--- src/rtl/serial_subtractor_if.sv ---
// Operand/result handshake bundle for the bit-serial subtractor.
// The master side issues operands and consumes results.
interface serial_subtractor_if #(
    parameter int WIDTH = 4
) ();
    logic             in_valid;
    logic             in_ready;
    logic [WIDTH-1:0] a;
    logic [WIDTH-1:0] b;
    logic             out_valid;
    logic             out_ready;
    logic [WIDTH-1:0] diff;
    logic             borrow;
    logic             ovf;
    logic             zero;

    modport master (
        output in_valid,
        output a,
        output b,
        output out_ready,
        input  in_ready,
        input  out_valid,
        input  diff,
        input  borrow,
        input  ovf,
        input  zero
    );

    modport slave (
        input  in_valid,
        input  a,
        input  b,
        input  out_ready,
        output in_ready,
        output out_valid,
        output diff,
        output borrow,
        output ovf,
        output zero
    );
endinterface

--- src/rtl/serial_subtractor.sv ---
// Bit-serial a - b, LSB first, one bit per clock.
// Result and borrow/ovf/zero flags held until the consumer accepts.
module serial_subtractor #(
    parameter int WIDTH = 4
) (
    input logic                clk,
    input logic                rst_n,
    serial_subtractor_if.slave bus
);
    localparam int CW = (WIDTH > 2) ? $clog2(WIDTH) : 1;
    localparam logic [CW-1:0] LAST = CW'(WIDTH - 1);

    typedef enum logic [1:0] {
        IDLE,
        SHIFT,
        DONE
    } state_t;

    state_t           state_q, state_d;
    logic             in_ready_q, in_ready_d;
    logic [WIDTH-1:0] a_q, a_d;
    logic [WIDTH-1:0] b_q, b_d;
    logic [WIDTH-1:0] sh_q, sh_d;
    logic             br_q, br_d;
    logic [CW-1:0]    cnt_q, cnt_d;
    logic [WIDTH-1:0] diff_q, diff_d;
    logic             borrow_q, borrow_d;
    logic             ovf_q, ovf_d;
    logic             zero_q, zero_d;

    logic             ai, bi, di, br_nxt;
    logic [WIDTH-1:0] res;

    always_comb begin
        ai     = a_q[0];
        bi     = b_q[0];
        di     = ai ^ bi ^ br_q;
        br_nxt = (~ai & bi) | (~(ai ^ bi) & br_q);
        res    = {di, sh_q[WIDTH-1:1]};
    end

    always_comb begin
        state_d  = state_q;
        a_d      = a_q;
        b_d      = b_q;
        sh_d     = sh_q;
        br_d     = br_q;
        cnt_d    = cnt_q;
        diff_d   = diff_q;
        borrow_d = borrow_q;
        ovf_d    = ovf_q;
        zero_d   = zero_q;

        case (state_q)
            IDLE: begin
                if (bus.in_valid) begin
                    a_d     = bus.a;
                    b_d     = bus.b;
                    sh_d    = '0;
                    br_d    = 1'b0;
                    cnt_d   = '0;
                    state_d = SHIFT;
                end
            end
            SHIFT: begin
                a_d   = a_q >> 1;
                b_d   = b_q >> 1;
                sh_d  = res;
                br_d  = br_nxt;
                cnt_d = cnt_q + CW'(1);
                if (cnt_q == LAST) begin
                    // ai/bi are the operand MSBs on this last bit
                    diff_d   = res;
                    borrow_d = br_nxt;
                    ovf_d    = (ai != bi) && (di != ai);
                    zero_d   = ~|res;
                    state_d  = DONE;
                end
            end
            DONE: begin
                if (bus.out_ready) begin
                    state_d = IDLE;
                end
            end
            default: begin
                state_d = IDLE;
            end
        endcase

        // Registered so it stays low through reset and rises one edge later
        in_ready_d = (state_d == IDLE);
    end

    always_ff @(posedge clk or negedge rst_n) begin
        if (!rst_n) begin
            state_q    <= IDLE;
            in_ready_q <= 1'b0;
            a_q        <= '0;
            b_q        <= '0;
            sh_q       <= '0;
            br_q       <= 1'b0;
            cnt_q      <= '0;
            diff_q     <= '0;
            borrow_q   <= 1'b0;
            ovf_q      <= 1'b0;
            zero_q     <= 1'b0;
        end else begin
            state_q    <= state_d;
            in_ready_q <= in_ready_d;
            a_q        <= a_d;
            b_q        <= b_d;
            sh_q       <= sh_d;
            br_q       <= br_d;
            cnt_q      <= cnt_d;
            diff_q     <= diff_d;
            borrow_q   <= borrow_d;
            ovf_q      <= ovf_d;
            zero_q     <= zero_d;
        end
    end

    assign bus.in_ready  = in_ready_q;
    assign bus.out_valid = (state_q == DONE);
    assign bus.diff      = diff_q;
    assign bus.borrow    = borrow_q;
    assign bus.ovf       = ovf_q;
    assign bus.zero      = zero_q;
endmodule

--- src/flat_wrapper.sv ---
// flat-port wrapper written by rule: the top's interface ports become plain ports
module serial_subtractor_flat 
#(
    parameter int WIDTH = 4
)
  (clk, rst_n, bus_in_valid, bus_a, bus_b, bus_out_ready, bus_in_ready, bus_out_valid, bus_diff, bus_borrow, bus_ovf, bus_zero);
  serial_subtractor_if #(.WIDTH(WIDTH)) bus_i ();
  input logic clk;
  input logic rst_n;
  input wire logic [$bits(bus_i.in_valid)-1:0] bus_in_valid;
  input wire logic [$bits(bus_i.a)-1:0] bus_a;
  input wire logic [$bits(bus_i.b)-1:0] bus_b;
  input wire logic [$bits(bus_i.out_ready)-1:0] bus_out_ready;
  output wire logic [$bits(bus_i.in_ready)-1:0] bus_in_ready;
  output wire logic [$bits(bus_i.out_valid)-1:0] bus_out_valid;
  output wire logic [$bits(bus_i.diff)-1:0] bus_diff;
  output wire logic [$bits(bus_i.borrow)-1:0] bus_borrow;
  output wire logic [$bits(bus_i.ovf)-1:0] bus_ovf;
  output wire logic [$bits(bus_i.zero)-1:0] bus_zero;
  assign bus_i.in_valid = bus_in_valid;
  assign bus_i.a = bus_a;
  assign bus_i.b = bus_b;
  assign bus_i.out_ready = bus_out_ready;
  assign bus_in_ready = bus_i.in_ready;
  assign bus_out_valid = bus_i.out_valid;
  assign bus_diff = bus_i.diff;
  assign bus_borrow = bus_i.borrow;
  assign bus_ovf = bus_i.ovf;
  assign bus_zero = bus_i.zero;
  serial_subtractor #(.WIDTH(WIDTH)) u_core (.clk(clk), .rst_n(rst_n), .bus(bus_i));
endmodule
--- config.mk ---
export PLATFORM = sky130hd
export DESIGN_NAME = serial_subtractor_flat
export DESIGN_NICKNAME = d
export VERILOG_FILES = /design/src/rtl/serial_subtractor_if.sv /design/src/rtl/serial_subtractor.sv /design/src/flat_wrapper.sv
export SDC_FILE = /design/constraint.sdc
export NUM_CORES = 1
export LEC_CHECK = 0
export ABC_AREA = 1
export BUFFER_PORTS_ARGS = -buffer_cell sky130_fd_sc_hd__buf_2
export CAP_MARGIN = 40
export CELL_PAD_IN_SITES_DETAIL_PLACEMENT = 1
export CELL_PAD_IN_SITES_GLOBAL_PLACEMENT = 1
export CORE_ASPECT_RATIO = 1.25
export CORE_UTILIZATION = 42
export CTS_BUF_LIST = sky130_fd_sc_hd__clkbuf_16
export CTS_CLUSTER_SIZE = 40
export DETAILED_ROUTE_END_ITERATION = 10
export PLACE_DENSITY_LB_ADDON = 0.1
export SLEW_MARGIN = 10
export SYNTH_ARGS = -nofsm -noshare
export SYNTH_HDL_FRONTEND = slang
export SYNTH_SLANG_ARGS = --single-unit
--- constraint.sdc ---
create_clock -name clk -period 3.57 [get_ports clk]
set_input_delay 0.1785 -clock clk [delete_from_list [all_inputs] [get_ports clk]]
set_output_delay 0.1785 -clock clk [all_outputs]
set_load 0.02 [all_outputs]
* Word level (Yosys, flattened, before mapping)
Cells that the tools add are included.
** Word-level totals
- Register bits after elaboration :: 25
- Input bits :: 12
- Output and inout bits :: 9
- Word-level logic and storage cells :: 47
** Cells by class
- $add $sub $neg :: 1
- Equality and inequality tests :: 6
- Muxes and demuxes :: 14
- Bitwise logic cells :: 7
- Reduce and logical (&&, ||, !) cells :: 8
** Operators by type and width (number)
- $pmux W4 S2 :: 3
- $mux W4 :: 3
- $mux W2 :: 4
- $pmux W2 S3 :: 1
- $eq A2 B2 Y1 const B :: 2
- $logic_not A2 Y1 :: 2
- $pmux W2 S2 :: 1
- $reduce_and A2 Y1 :: 2
- $reduce_or A4 Y1 :: 1
- $add A2 B1 Y2 const B :: 1
- $and A1 B1 Y1 :: 2
- $eq A2 B1 Y1 const B :: 1
- $ne A1 B1 Y1 :: 2
- $ne A2 B2 Y1 const B :: 1
- $not A1 Y1 :: 2
- $pmux W1 S2 :: 1
- $reduce_bool A2 Y1 :: 1
- $xor A1 B1 Y1 :: 2
- $logic_and A1 B1 Y1 :: 1
- $logic_not A1 Y1 :: 1
- $mux W1 :: 1
- $or A1 B1 Y1 :: 1

* Logic depth before layout (Yosys ltp)
- Word-level depth :: 5
- Gate-level depth with buffers :: 7
- Mapped depth without buffers :: 6

* Least setup slack after synthesis
No wires, ideal clock.
- Path kind :: register -> register
- Start :: reg u_core.br_q
- End :: reg u_core.ovf_q, in the netlist u_core.bus.ovf
- Setup time :: 0.065 ns
- Arrival :: 1.274 ns
- Required time :: 3.505 ns
- Setup slack :: 2.232 ns
- Cell stages (with the launch flop) :: 6
- Buffers on the path :: 0
- Period minus slack after synthesis :: 1.338 ns
- Path through :: dfrtp_1 fa_1 inv_1 a21oi_1 nand3_1 nand2_1
** Between the ends
- Longest elaborated chain between the ends :: 3
** RTL lines
- start, declared :: RTL line serial_subtractor.sv:24 : logic br_q, br_d;
- start signal, assigned :: RTL line serial_subtractor.sv:113 : br_q <= br_d;
- $xor A1 B1 Y1 :: RTL line serial_subtractor.sv:37 : di = ai ^ bi ^ br_q;
- $ne A1 B1 Y1 :: RTL line serial_subtractor.sv:75 : ovf_d = (ai != bi) && (di != ai);
- $logic_and A1 B1 Y1 :: RTL line serial_subtractor.sv:75
- end signal, assigned :: RTL line serial_subtractor.sv:117 : ovf_q <= ovf_d;
- end, declared :: RTL line serial_subtractor.sv:28 : logic ovf_q, ovf_d;
Every way passes these cells.
A chain may end at the register's enable or synchronous reset.

* Final worst setup path
- Start :: reg u_core.state_q[1]
- End :: reg u_core.b_q[3]
** Between the ends
- Longest elaborated chain between the ends :: 3
- Elaborated cells on any way between the ends :: 6
- Those cells by class :: eq/ne (2); mux (1); reduce/logical (3)
** RTL lines
- start, declared :: RTL line serial_subtractor.sv:19 : state_t state_q, state_d;
- start signal, assigned :: RTL line serial_subtractor.sv:108 : state_q <= state_d;
- $eq A2 B1 Y1 or $logic_not A2 Y1 (tied branches) :: RTL line serial_subtractor.sv:54 : case (state_q)
- $reduce_bool A2 Y1 (no line) or $ne A2 B2 Y1 (tied branches)
- $reduce_and A2 Y1 (no line)
- end signal, assigned :: RTL line serial_subtractor.sv:99 : b_q <= '0;
- end signal, assigned :: RTL line serial_subtractor.sv:111 : b_q <= b_d;
- end, declared :: RTL line serial_subtractor.sv:22 : logic [WIDTH-1:0] b_q, b_d;
Parallel ways exist; a longest one is shown, timed or not.

==> results.cfg <==
[outcome]
status = complete, no violations

[floorplan]
die_w_um = 48.44
die_area_sq_um = 2909
rows = 20
start_util_pct = 45.25
core_sq_um = 2502
io_pins = 21
dieHeight_um = 60.05

[global_route]
first_global_vias = 930
track_usage_pct = 19.67
grt_first_pass_wirelength_um = 4160
antenna_found_initial = 0
overflow = 0
grt_start_max_net_pins = 25

[place]
port_buffers = 20
place_congestion = 0.7741
place_hpwl_um = 1746
placed_area_sq_um = 1227

[clock_tree]
clock_sinks = 24
clock_latency_ns = 0.26
htree_num_levels = 1
cts_inserted_buffers = 3
cts_resized = 0
clk_pin_slew_ns = 0.06
cts-root-buf = clkbuf_16
cts_buffer_depth = 2
cts_tree = done

[yosys]
muxShareOfSynthArea_pct = 0
syn_area_per_cell_sq_um = 8.987
synthAdderAreaFrac_pct = 3.978
synth_top_area_share_pct = 53.04
syn-cell-area_sq_um = 1132
synth_top_family_by_area = simple AND/OR/NAND/NOR gates
syn_nets = 141
synth_cell_types = 21
synth-xor-area-share_pct = 0
ys_ff_latch = 24
synth.largest_area_cell = dfrtp_1
synth_top_cells_by_area = dfrtp_1 53%, nand2_1 12%, inv_1 5.3%, o21ai_2 4.6%, nand3_1 4.4%
yosysWarningCount = 0
synth-simple-area-share_pct = 23.98
synth_cells = 126
synth-seq-area-share_pct = 53.04
synth-compound-area-share_pct = 9.282

[route]
drtIter0Drc = 16
drtPass1Iterations = 4
drt-total-wl_um = 2354
wire_per_inst_um = 13.15
drc = 0
vias = 883
vias_per_cell = 4.933
ant_nets = 0

[final_layout]
layout-drive-gt1-share_pct = 23.97
antenna_cells = 0
seq_area_sq_um = 600.6
fin_area_sq_um = 1316
utilization_pct = 52.60
num-nets-final = 162
fill_cells = 310
syn2layout_area_growth_pct = 16.24
multi_input_area_sq_um = 421.7

[setup_path]
cp_num_buf_inv = 1
path_class = flop to flop
cp.arrival_ns = 1.72
worstReg2RegStart = u_core.state_q[1]$_DFF_PN0_
r2r_cells = 4
critPathTopFamily = simple AND/OR/NAND/NOR gates
worstPathRequired_ns = 3.70
cp-startpoint = u_core.state_q[1]$_DFF_PN0_
critical-path-slowest-cell = dfrtp_1
r2r-end = u_core.b_q[3]$_DFFE_PN0P_
reg2reg_slack_ns = 1.98
worstPathCellList = inv_1 -> nand2_1 -> nand2_2 -> o21ai_0
crit_path_max_fanout = 13
slowest_delay_ns = 0.41
cp-start-kind = flop
endpoint_kind = flop

[sta]
fin_crit_sh_pct = 44.54
period_minus_slack_ns = 1.590
fin_skew_ns = 0.002122
rsz0062_at_grt = false
fmax_mhz = 628.9
setup_tns_ns = 0
setup_viol = 0
relSlewSlack_pct = 63.38
drv_slew = 0
hold_viol_final = 0
tightest_slew_ns = 0.5492

[job]
cap_violations = 0

[pwr]
peakVddDrop_mv = 0.4660
p_leak_nw = 0.7094
p_per_area_nw_per_um2 = 998.7

[min_path]
hold_depth = 3
hp-start = bus_a[3]
min_to = u_core.a_q[3]$_DFFE_PN0P_
hp-class = input port to flop
## sequential cells by signal, indices dropped and copies added, names as in the netlist
signal               count
u_core.cnt_q             2
u_core.b_q               4
u_core.bus.in_ready      1
u_core.bus.diff          4
u_core.a_q               4
u_core.br_q              1
u_core.sh_q              3
u_core.bus.ovf           1
u_core.bus.zero          1
u_core.state_q           2
u_core.bus.borrow        1
## routing by layer
metal / global-route usage (%) / wire length (um) / part of all wire [%]
met1: 22.65 / 1014 / 43
met2: 35.81 / 1235 / 52
met3: 2.545 / 57 / 2.4
met4: 10.92 / 47 / 2.0
met5: 0 / 0 / 0
## worst min-delay path: cells and delay by family
kind                   cells  cell delay (ns)
AND/OR/NAND/NOR            1             0.04
buffers and inverters      1             0.07
AO/OA/AOI/OAI              1             0.06
## synthesized netlist by cell type, drive strengths merged
library cell  instances
nand2                38
dfrtp                24
inv                  17
nand3                10
o21ai                 9
nor2                  8
buf                   5
nand3b                4
a21oi                 3
o22ai                 3
ha                    2
fa                    1
nor3                  1
or2                   1
## cells by family (layout without fill, tap and decap cells)
logic type,Yosys count,count (layout)
adder cells (fa/ha/maj),3,3
flip-flops,24,24
AO/OA/AOI/OAI,15,15
AND/OR/NAND/NOR,62,62
buffers and inverters,22,42
## cells in the final DEF (no fill, tap or decap), types with 2 or more instances in the layout
master,n
inv_1,16
nor2_1,7
nand3_1,10
dfrtp_1,24
buf_2,20
o21ai_2,6
nand3b_1,4
ha_1,2
clkbuf_16,3
nand2_2,2
o21ai_0,3
o22ai_1,3
a21oi_1,2
nand2_1,36
## power breakdown
part | internal [W] | total, W | switching, W | leakage (nW)
registers | 0.000396 | 0.000487 | 0.0000909 | 0.303
logic | 0.000210 | 0.000587 | 0.000377 | 0.368
clock network | 0.000150 | 0.000241 | 0.0000917 | 0.0385
total | 0.000755 | 0.00131 | 0.000560 | 0.709
## area by class of cell
class / count / area share [%]
Clock buffer: 3 / 5.703
Clock inverter: 1 / 0.2852
Timing Repair Buffer: 21 / 8.365
Multi-Input combinational cell: 80 / 32.03
Inverter: 17 / 4.848
Tap cell: 33 / 3.137
Sequential cell: 24 / 45.63
## per-stage QoR
stage / cells / total power [W] / worst slack (ns) / hold slack (ns)
global placement: 174 / 0.001055 / 2.047 / 0.1883
finish: 179 / 0.001315 / 1.980 / 0.1311
CTS: 179 / 0.001336 / 1.971 / 0.1311
detailed placement: 174 / 0.001090 / 1.966 / 0.1981
floorplan: 126 / 0.0009594 / 2.232 / -0.1171
global route: 179 / 0.001435 / 1.871 / 0.1632
## repair_timing
item	4_1_cts	5_1_grt
endpoints found under the hold margin	24	0
hold buffers	1	0
buffers inserted	0	0
## worst max-delay path by stage
stage / endpoint / slack, ns / depth (start not counted)
finish: u_core.b_q[3]$_DFFE_PN0P_ / 1.98 / 4
global route: u_core.b_q[3]$_DFFE_PN0P_ / 1.87 / 4
CTS: u_core.b_q[3]$_DFFE_PN0P_ / 1.97 / 4
detailed placement: u_core.b_q[3]$_DFFE_PN0P_ / 1.97 / 4
global placement: u_core.a_q[0]$_DFFE_PN0P_ / 2.05 / 5
floorplan: u_core.bus.ovf$_DFFE_PN0P_ / 2.23 / 5
(Power assumes the default switching activity.)
